--- src/rtl/uart_rx_fifo_if.sv ---
// Bus-side bundle for the UART receive FIFO.
// master drives pushes/pops/control, slave is the FIFO itself.
interface uart_rx_fifo_if #(
   parameter int PTR_W = 4
);
   logic [7:0]     wr_data;
   logic           wr_valid;
   logic           rd_en;
   logic [7:0]     rd_data;
   logic           empty;
   logic           full;
   logic [PTR_W:0] count;
   logic           flush;
   logic [PTR_W:0] threshold;
   logic           irq;
   logic           overrun;
   logic           overrun_clr;

   modport master (
      output wr_data, wr_valid, rd_en, flush,
      output threshold, overrun_clr,
      input  rd_data, empty, full, count,
      input  irq, overrun
   );

   modport slave (
      input  wr_data, wr_valid, rd_en, flush,
      input  threshold, overrun_clr,
      output rd_data, empty, full, count,
      output irq, overrun
   );
endinterface

--- src/rtl/uart_rx_fifo.sv ---
// Receive byte FIFO between UART receiver and register file:
// FWFT read, threshold irq, sticky overrun on dropped bytes.
module uart_rx_fifo #(
   parameter int DEPTH = 16,
   parameter int PTR_W = 4
) (
   input logic           clk,
   input logic           reset,
   uart_rx_fifo_if.slave bus
);
   localparam int CW = PTR_W + 1;

   logic [7:0]       mem [DEPTH];
   logic [PTR_W-1:0] wr_ptr;
   logic [PTR_W-1:0] rd_ptr;
   logic [CW-1:0]    cnt;
   logic [CW-1:0]    cnt_n;
   logic             irq_q;
   logic             ovr_q;
   logic             is_empty;
   logic             is_full;
   logic             pop;
   logic             push;
   logic             drop;

   assign is_empty = (cnt == '0);
   assign is_full  = (cnt == CW'(DEPTH));

   // A full FIFO still takes a byte if a pop frees a slot this cycle.
   always_comb begin
      pop   = 1'b0;
      push  = 1'b0;
      drop  = 1'b0;
      cnt_n = cnt;
      if (bus.flush) begin
         cnt_n = '0;
      end else begin
         pop   = bus.rd_en && !is_empty;
         push  = bus.wr_valid && (!is_full || pop);
         drop  = bus.wr_valid && is_full && !pop;
         cnt_n = cnt + CW'(push) - CW'(pop);
      end
   end

   always_ff @(posedge clk) begin
      if (push) mem[wr_ptr] <= bus.wr_data;
   end

   always_ff @(posedge clk or posedge reset) begin
      if (reset) begin
         wr_ptr <= '0;
         rd_ptr <= '0;
         cnt    <= '0;
         irq_q  <= 1'b0;
         ovr_q  <= 1'b0;
      end else begin
         if (bus.flush) begin
            wr_ptr <= '0;
            rd_ptr <= '0;
         end else begin
            if (push) wr_ptr <= wr_ptr + PTR_W'(1);
            if (pop)  rd_ptr <= rd_ptr + PTR_W'(1);
         end
         cnt   <= cnt_n;
         irq_q <= (bus.threshold != '0) &&
                  (cnt_n >= bus.threshold);
         if (drop)                 ovr_q <= 1'b1;
         else if (bus.overrun_clr) ovr_q <= 1'b0;
      end
   end

   assign bus.rd_data = is_empty ? 8'h00 : mem[rd_ptr];
   assign bus.empty   = is_empty;
   assign bus.full    = is_full;
   assign bus.count   = cnt;
   assign bus.irq     = irq_q;
   assign bus.overrun = ovr_q;
endmodule

--- src/flat_wrapper.sv ---
// flat-port wrapper written by rule: the top's interface ports become plain ports
module uart_rx_fifo_flat 
#(
   parameter int DEPTH = 16,
   parameter int PTR_W = 4
)
  (clk, reset, bus_wr_data, bus_wr_valid, bus_rd_en, bus_flush, bus_threshold, bus_overrun_clr, bus_rd_data, bus_empty, bus_full, bus_count, bus_irq, bus_overrun);
  uart_rx_fifo_if #(.PTR_W(PTR_W)) bus_i ();
  input logic clk;
  input logic reset;
  input wire logic [$bits(bus_i.wr_data)-1:0] bus_wr_data;
  input wire logic [$bits(bus_i.wr_valid)-1:0] bus_wr_valid;
  input wire logic [$bits(bus_i.rd_en)-1:0] bus_rd_en;
  input wire logic [$bits(bus_i.flush)-1:0] bus_flush;
  input wire logic [$bits(bus_i.threshold)-1:0] bus_threshold;
  input wire logic [$bits(bus_i.overrun_clr)-1:0] bus_overrun_clr;
  output wire logic [$bits(bus_i.rd_data)-1:0] bus_rd_data;
  output wire logic [$bits(bus_i.empty)-1:0] bus_empty;
  output wire logic [$bits(bus_i.full)-1:0] bus_full;
  output wire logic [$bits(bus_i.count)-1:0] bus_count;
  output wire logic [$bits(bus_i.irq)-1:0] bus_irq;
  output wire logic [$bits(bus_i.overrun)-1:0] bus_overrun;
  assign bus_i.wr_data = bus_wr_data;
  assign bus_i.wr_valid = bus_wr_valid;
  assign bus_i.rd_en = bus_rd_en;
  assign bus_i.flush = bus_flush;
  assign bus_i.threshold = bus_threshold;
  assign bus_i.overrun_clr = bus_overrun_clr;
  assign bus_rd_data = bus_i.rd_data;
  assign bus_empty = bus_i.empty;
  assign bus_full = bus_i.full;
  assign bus_count = bus_i.count;
  assign bus_irq = bus_i.irq;
  assign bus_overrun = bus_i.overrun;
  uart_rx_fifo #(.DEPTH(DEPTH), .PTR_W(PTR_W)) u_core (.clk(clk), .reset(reset), .bus(bus_i));
endmodule
--- config.mk ---
export PLATFORM = sky130hd
export DESIGN_NAME = uart_rx_fifo_flat
export DESIGN_NICKNAME = d
export VERILOG_FILES = /design/src/rtl/uart_rx_fifo_if.sv /design/src/rtl/uart_rx_fifo.sv /design/src/flat_wrapper.sv
export SDC_FILE = /design/constraint.sdc
export NUM_CORES = 1
export LEC_CHECK = 0
export ABC_AREA = 1
export CAP_MARGIN = 20
export CORE_MARGIN = 10
export CORE_UTILIZATION = 46
export DETAILED_ROUTE_END_ITERATION = 8
export GPL_TIMING_DRIVEN = 0
export PLACE_DENSITY = 0.75
export RECOVER_POWER = 50
export SYNTH_ARGS = -nofsm -noshare
export SYNTH_HDL_FRONTEND = slang
export SYNTH_SLANG_ARGS = --single-unit
export TNS_END_PERCENT = 20
--- constraint.sdc ---
create_clock -name clk -period 3.4 [get_ports clk]
set_input_delay 1.02 -clock clk [delete_from_list [all_inputs] [get_ports clk]]
set_output_delay 1.02 -clock clk [all_outputs]
set_load 0.05 [all_outputs]
Word level (Yosys, flattened, before mapping)
Memories as Yosys holds them, arrays and structs flattened.
Cells that the tools add are included.
{"block": "classes", "addsub": 4, "n_lt_le_gt_ge": 1, "n_eq_ne": 1, "muxes": 13, "n_reduce_logical": 14}
{"op": "two-way mux 4 bit", "count": 4}
{"op": "adder 4 x 1 -> 4 bit, second input constant", "count": 2}
{"op": "two-way mux 8 bit", "count": 1}
{"op": "two-way mux 1 bit", "count": 7}
{"op": "nonzero test 2 bit", "count": 3}
{"op": "adder 5 x 1 -> 5 bit", "count": 1}
{"op": "equality test 5 bit, second input constant", "count": 1}
{"op": ">= comparator 5 bit", "count": 1}
{"op": "logical AND 1 bit", "count": 5}
{"op": "zero test 5 bit", "count": 1}
{"op": "two-way mux 5 bit", "count": 1}
{"op": "nonzero test 5 bit", "count": 1}
{"op": "subtractor 5 x 1 -> 5 bit", "count": 1}
{"op": "zero test 1 bit", "count": 3}
{"op": "logical OR 1 bit", "count": 1}
{"block": "totals", "register_bits": 15, "ramBits": 128, "input_bits": 19, "output_inout_bits": 17, "word_cells": 39, "mem_count": 1}
{"memory": "u_core.mem", "words": 16, "width": 8, "rd": 1, "rd_ports_with_merged_regs": 0, "wr": 1, "line_no": "uart_rx_fifo.sv:13", "source": "logic [7:0] mem [DEPTH];"}

Depth between registers and ports, before layout
Gate-level depths: netlist of the first run.
{"block": "depth", "depth_word": 10, "mapped_depth": 22, "depth_no_buf": 22}

Worst setup path after synthesis of the first run
OpenSTA, ideal clock, no wires.
{"block": "synth_timing", "path_type": "register to register", "start": "register u_core.cnt[3] (netlist: u_core.bus.count[3])", "end": "register u_core.irq_q (netlist: u_core.bus.irq)", "setup_ns": 0.121, "t_arrival_ns": 3.338, "setup_slack_ns": -0.059, "path_stages_with_launch": 23, "n_path_buf": 0, "period_less_slack_ns": 3.459, "path_cell_list": "dfrtp_1 -> inv_1 -> ha_1 -> nand3_1 -> nor2_2 -> nand2_1 -> nand2_2 -> inv_2 -> ha_1 -> inv_1 -> fa_1 -> inv_1 -> nand2_1 -> a21oi_1 -> nor2_1 -> nand2_1 -> nand2_1 -> nor2_1 -> ha_1 -> a21oi_1 -> o21ai_0 -> nor3_1 -> nor2_1"}
{"block": "synth_between", "elab_cells_between_ends": 12, "cone_classes": "2 x add/sub; 1 x order compare; 1 x eq/ne; 1 x mux; 7 x reduce/logical"}
{"element": "start: declaration", "line_no": "uart_rx_fifo.sv:16", "source": "logic [CW-1:0] cnt;"}
{"element": "start signal: assignment", "line_no": "uart_rx_fifo.sv:64", "source": "cnt <= cnt_n;"}
{"element": "equality test 5 bit", "line_no": "uart_rx_fifo.sv:27", "source": "assign is_full = (cnt == CW'(DEPTH));"}
{"element": "via bus_full", "line_no": "flat_wrapper.sv:19", "source": "output wire logic [$bits(bus_i.full)-1:0] bus_full;"}
{"element": "zero test 1 bit", "line_no": "uart_rx_fifo.sv:39", "source": "push = bus.wr_valid && (!is_full || pop);"}
{"element": "logical OR 1 bit", "line_no": "uart_rx_fifo.sv:39"}
{"element": "logical AND 1 bit", "line_no": "uart_rx_fifo.sv:39"}
{"element": "adder 5 x 1 -> 5 bit", "line_no": "uart_rx_fifo.sv:41", "source": "cnt_n = cnt + CW'(push) - CW'(pop);"}
{"element": "subtractor 5 x 1 -> 5 bit", "line_no": "uart_rx_fifo.sv:41"}
{"element": "two-way mux 5 bit", "line_no": "uart_rx_fifo.sv:35", "source": "if (bus.flush) begin"}
{"element": "via u_core.cnt_n[4]", "line_no": "uart_rx_fifo.sv:17", "source": "logic [CW-1:0] cnt_n;"}
{"element": ">= comparator 5 bit", "line_no": "uart_rx_fifo.sv:66", "source": "(cnt_n >= bus.threshold);"}
{"element": "logical AND 1 bit", "line_no": "uart_rx_fifo.sv:65", "source": "irq_q <= (bus.threshold != '0) &&"}
{"element": "end signal: assignment", "line_no": "uart_rx_fifo.sv:65"}
{"element": "end: declaration", "line_no": "uart_rx_fifo.sv:18", "source": "logic irq_q;"}
The timed path passes the listed nets, and every way through them passes these cells.
A chain may end at the register's enable or synchronous reset.

Worst setup path in the final report of the first run
{"block": "layout_timing", "start": "register u_core.cnt[3] (netlist: u_core.bus.count[3])", "end": "output bus_empty"}
{"block": "layout_between", "elab_chain_cells": 1}
{"element": "zero test 5 bit", "line_no": "uart_rx_fifo.sv:26", "source": "assign is_empty = (cnt == '0);"}
{"element": "end: declaration", "line_no": "flat_wrapper.sv:18", "source": "output wire logic [$bits(bus_i.empty)-1:0] bus_empty;"}
No other way between the ends.

==> results of run 1 <==
-- final cells by class --
type                       instances  area, um2
timing repair buffer              45        388
tap                              180        225
clock inverter                     3       15.0
sequential                       143       4220
inverter                          35        134
clock buffer                      29        480
multi-input combinational        410       1950
fill                            1141       6150
buffer                            23        151
-- metrics by stage --
step                setup WS, ns  util [%]  instance area [um2]  power (W)  hold WS (ns)
global placement          -0.641      50.8                 6970    0.00375         0.520
CTS                      -0.0662      55.0                 7550    0.00546         0.556
floorplan                 0.0809         -                 6400    0.00324         0.538
finish                     0.172      55.2                 7570    0.00547         0.547
global route            -0.00549      55.2                 7570    0.00579         0.577
detailed placement        -0.754      50.8                 6970    0.00381         0.545
-- metal layers --
metal  vias up  GRT usage, %  routed length (um)
li1       2177             -                   -
met3        33          4.96                1040
met5         -             0                   0
met4         0          7.59                 429
met2       165          27.1                7300
met1      2065          20.1                6190
-- cells in the final DEF, fill, tap and decap left out, types with 3 or more instances in the layout --
cell type          n
nand2_1          231
buf_4             20
nand4_1            6
nor2_1            52
buf_2             12
nand3_1           52
inv_1             24
clkbuf_1          15
clkdlybuf4s50_1   15
ha_1              13
dlygate4sd3_1     10
xor2_1             4
inv_2              8
clkbuf_16         17
clkinv_2           3
edfxtp_1         128
a21oi_1           26
nand2_2            5
o21ai_0            5
dfrtp_1           13
-- registers in the layout, summed over array words and instances, names as in the netlist --
name,cells
u_core.mem,128
u_core.bus.count,5
u_core.rd_ptr,4
u_core.wr_ptr,4
u_core.bus.irq,1
u_core.bus.overrun,1
-- power by group --
| group | internal (W) | switching, W | total, W | leakage, nW |
|---|---|---|---|---|
| combinational | 0.000605 | 0.00127 | 0.00187 | 1.50 |
| clock | 0.000946 | 0.000630 | 0.00158 | 0.241 |
| sequential | 0.00198 | 0.0000455 | 0.00202 | 1.35 |
| total | 0.00353 | 0.00194 | 0.00547 | 3.09 |
-- worst max-delay path by stage --
stage                        start             end  slack, ns  depth (start not counted)
2_1_floorplan  u_core.bus.count[2]  u_core.bus.irq       0.08                         22
3_3_place_gp             bus_rd_en  u_core.bus.irq      -0.64                         20
3_5_place_dp             bus_rd_en  u_core.bus.irq      -0.75                         20
4_1_cts               bus_wr_valid  u_core.bus.irq      -0.07                         18
5_1_grt        u_core.bus.count[3]  u_core.bus.irq     -0.005                         22
6_report       u_core.bus.count[3]       bus_empty       0.17                          6
-- kinds of logic after synthesis --
logic type | Yosys count | share of synthesized area (%)
AND/OR/NAND/NOR | 354 | 22.8
XOR/XNOR | 4 | 0.548
flip-flops | 143 | 66.0
buffers and inverters | 58 | 4.41
AO/OA/AOI/OAI | 35 | 2.78
adder cells (fa/ha/maj) | 17 | 3.45
-- tightest hold or removal path, delay by kind of cell, from the launching register on --
family	cells	cell delay (ns)
flops	1	0.38
compound gates	1	0.07
buf+inv	1	0.06
-- what timing repair did --
action                     in CTS  in global routing
pin swaps                       4                  2
setup buffers                   3                  7
hold buffers                    0                  0
setup endpoints to repair      10                  9
resized for setup              37                 28
==> results.toml, run 1 <==
[synthesis]
synth_edf_count = 128
yosys-top-cells-area = "edfxtp_1 (60%), nand2_1 (14%), dfrtp_1 (5.9%)"
ys.flop_type = "edfxtp_1"
async_reset_ff_share_pct = 10.5
synth_seq_cells = 143
syn-cell-area_um2 = 6390
synthCells = 611
ys_seq_area_share_pct = 66.0
yosys.area.top_type = "edfxtp_1"
synth-warning-count = 0
syn_avg_cell_area_um2 = 10.5
syn_nets = 647
yosysUniqueCellTypes = 29
synth_top_area_share_pct = 60.2
synth.top_cells.by_count = "nand2_1 (233), edfxtp_1 (128), nor2_1 (53)"
yosysMostFrequentCell = "nand2_1"

[detailed_routing]
drtIter0Drc = 339
viasPerCell = 5.12
ant_nets = 0
wl_per_cell_um = 17.2
vias = 4440
wl_um = 15000
dr.pass1.iters = 5
route.detailed.drc = 0

[worst_setup_path]
cp_top_family = "buffers and inverters"
cpMaxStageDelayCell = "clkdlybuf4s50_1"
r2r_end = "u_core.bus.irq"
worstReg2RegStart = "u_core.bus.count[3]"
crit_fanout = 3
reg2regPathDepth = 22
crit_chain = "inv_2 -> ha_4 -> nand4_4 -> buf_4 -> inv_1 -> clkdlybuf4s50_1"
end_kind = "output port"
ff2ff_setup_slack_ns = 0.24
cp_num_buf_inv = 4
startpoint_type = "flip-flop"
crit_arrival_ns = 2.21
critPathKind = "flip-flop to output port"
required_ns = 2.38
slowest_delay_ns = 0.80

[layout]
drive_gt1_share_pct = 12.5
instances_no_fill = 868
fin_nets = 711
n_antenna_cell = 0
area_growth_pct = 18.5

[timing]
setup_viol = 0
fin_crit_sh_pct = 95.0
fin_worst_skew_ns = 0.00722
min_period_ns = 3.23
hold_viol_final = 0
tightest_slew_ns = 0.836
maxSlewViolCount = 0
fmax_ghz = 0.310
tns_ns = 0
relSlewSlack_pct = 44.1

[status]
status = "completed"

[place]
dp.cells = 826
io_buffers = 35
place_congestion = 0.882
hpwl_um = 10200

[clock_tree]
cts_tree = "done"
clock_latency_ns = 0.42
path_clk_slew_ns = 0.05
cts-root-buf = "clkbuf_16"
cts_max_path_buffers = 2
cts_max_level = 4
cts_made_buffers = 17
cts.sinks = 143

[flow_run]
max_cap_viol_count = 0

[floorplanning]
die_area_um2 = 19000
die_h_um = 138
die_x_um = 138
num_rows = 43
core-area_um2 = 13700
ios = 36
initial_utilization_pct = 46.6

[power]
leakagePower_nw = 3.09
ir_drop_mv = 0.543
power_density_nw_per_um2 = 723

[worst_hold_path]
hold_path.startpoint = "u_core.bus.overrun"
hold_class = "flip-flop to flip-flop"
hold_depth = 2
hold_end = "u_core.bus.overrun"

[grt]
grt_overflow_total = 0
antenna_found_initial = 0
grt_max_degree = 17
grt_pass1_wl_um = 23800
grt_pass1_vias = 4567
grt_usage_pct = 16.7
No activity file was read; power rests on OpenSTA's default activity.
==> inputs of run 2 (changes only) <==
Settings changed: CTS_CLUSTER_SIZE set to 14, GPL_TIMING_DRIVEN 0 to not set.
==> run 2 against run 1 <==
Effect of this change:
- cell area rose by 1.5%
- setup slack got worse by 0.028 ns
- via count rose by 1.4%
- die area did not move
- count of clock-buffer cells in the layout fell by 8
- global-route usage fell by 0.50 points
- worst hold slack got worse by 0.0045 ns
- first-iteration DRC count rose by 44%
- highest routed layer unchanged
==> results.toml, run 2 (synthesis gave the netlist of run 1 again) <==
[clock_tree]
clock_latency_ns = 0.42
cts_max_path_buffers = 2
cts-root-buf = "clkbuf_16"
path_clk_slew_ns = 0.05
cts_made_buffers = 17
cts_max_level = 4
cts.sinks = 143
cts_tree = "done"
cts_setup_buffers = 0

[power]
leakagePower_nw = 3.13
power.net_switching_w = 0.00194
pwr-share-seq_pct = 36.6
power_frac_clock_pct = 27.9
ir_drop_mv = 0.475
intPower_w = 0.00362
combPwrFrac_pct = 35.5
power_density_nw_per_um2 = 724
swShare_pct = 34.9

[layout]
area_growth_pct = 20.3
top_register = "u_core.mem"
n_fill_cell = 1144
instances_no_fill = 864
largest_reg_flops = 128
mostFrequentLayoutCells = "nand2_1 (232), edfxtp_1 (128), nand3_1 (52), nor2_1 (52), buf_4 (27)"
n_antenna_cell = 0
layout_commonest_cell = "nand2_1"
drive_gt1_share_pct = 13.0
multiInputGateArea_um2 = 1940
final_area_um2 = 7680
fin_nets = 707
seq_area_um2 = 4220

[floorplanning]
ios = 36
die_h_um = 138
initial_utilization_pct = 46.6
die_area_um2 = 19000
core-area_um2 = 13700
die_x_um = 138
num_rows = 43

[grt]
busiest_layer = "met2"
grtUsageMet2_pct = 27.2
grt_max_degree = 67
grt_use_met3_pct = 4.86
grt_overflow_total = 0
grt_pass1_vias = 4487
antenna_found_initial = 0
met1_usage_pct = 19.2
grt_usage_pct = 16.2
grt_pass1_wl_um = 23200

[place]
io_buffers = 35
dp.cells = 832
hpwl_um = 9430
placed_cell_area_um2 = 7150
place_congestion = 0.833

[detailed_routing]
vias = 4500
dr.pass1.iters = 5
viasPerCell = 5.21
drtIter0Drc = 488
wl_um = 14400
route.detailed.drc = 0
ant_nets = 0
wl_per_cell_um = 16.7

[worst_setup_path]
worstReg2RegStart = "u_core.bus.count[3]"
crit_arrival_ns = 2.24
startpoint_type = "flip-flop"
r2r_end = "u_core.bus.irq"
end_kind = "output port"
crit_fanout = 9
required_ns = 2.38
ff2ff_setup_slack_ns = 0.21
critPathKind = "flip-flop to output port"
reg2regPathDepth = 22

[timing]
hold_viol_final = 0
fmax_ghz = 0.307
tightest_slew_ns = 0.698
maxSlewViolCount = 0
fin_crit_sh_pct = 95.8
min_period_ns = 3.26
fin_worst_skew_ns = 0.00546
relSlewSlack_pct = 53.3
rsz0062_at_grt = "yes"
setup_viol = 0
hold_ws_ns = 0.543

[worst_hold_path]
hold_class = "flip-flop to flip-flop"
hold_depth = 2
hold_end = "u_core.bus.overrun"
hold_path.startpoint = "u_core.bus.overrun"

[flow_run]
max_cap_viol_count = 0

[status]
status = "completed"
==> run 2: cell count changes in the layout (fill, tap and decap cells not counted), sizes merged <==
cell and delta:
clkinvlp +1, clkinv +7, clkdlybuf4s50 +1, buf +3, clkbuf -16
==> run 2: what timing repair did <==
item	CTS	global route
gates resized for setup	6	10
hold buffers	0	0
setup endpoints to repair	7	6
hold endpoints to repair	0	0
pin swaps	3	2
gates cloned	0	0
==> run 2: how the worst max path moves through the flow <==
stage / start / to / slack, ns / cells after the start
6_report: u_core.bus.count[3] / bus_empty / 0.14 / 6
5_1_grt: u_core.bus.count[3] / u_core.bus.irq / -0.0007 / 22
4_1_cts: bus_rd_en / u_core.bus.irq / -0.05 / 20
3_5_place_dp: bus_rd_en / u_core.bus.irq / -0.57 / 20
3_3_place_gp: bus_rd_en / u_core.bus.irq / -0.38 / 20
2_1_floorplan: u_core.bus.count[2] / u_core.bus.irq / 0.08 / 22
==> run 2: per-layer routing <==
metal,vias to the layer above,routed length (um)
li1,2168,-
met1,2156,5930
met2,150,7310
met3,26,933
met4,0,248
met5,-,0
==> run 2: power groups by stage <==
stage	Clock, W	Sequential (W)	Combinational [W]
3_5_place_dp	0	0.00207	0.00191
2_1_floorplan	0	0.00215	0.00109
3_3_place_gp	0	0.00207	0.00184
4_1_cts	0.00158	0.00203	0.00194
6_report	0.00155	0.00204	0.00198
5_1_grt	0.00167	0.00204	0.00215
==> run 2: final cells by class <==
cell class / count / share of cell area (%)
timing repair buffer: 64 / 8.79
inverter: 35 / 1.73
sequential: 143 / 55.0
clock inverter: 11 / 0.651
multi-input combinational: 410 / 25.2
clock buffer: 21 / 5.73
tap: 180 / 2.93
==> run 2: through the flow <==
stage	TNS, ns	total power [W]	util (%)	setup WS [ns]
global route	-0.000720	0.00586	56.0	-0.000720
floorplan	0	0.00324	-	0.0809
global placement	-0.378	0.00391	52.1	-0.378
CTS	-0.0519	0.00555	55.8	-0.0519
finish	0	0.00556	56.0	0.143
detailed placement	-0.565	0.00398	52.1	-0.565
==> run 2: critical path, stage by stage, from the launching register on <==
cell             delay, ns
dfrtp_2               0.43
inv_2                 0.08
ha_4                  0.13
nand4_2               0.12
buf_4                 0.20
inv_1                 0.06
clkdlybuf4s50_1       0.80
==> inputs of run 3 (changes only) <==
Settings changed: GPL_TIMING_DRIVEN set to 0.
==> results of run 3 <==
No change in the layout: final DEF, timing and power equal those of run 1.
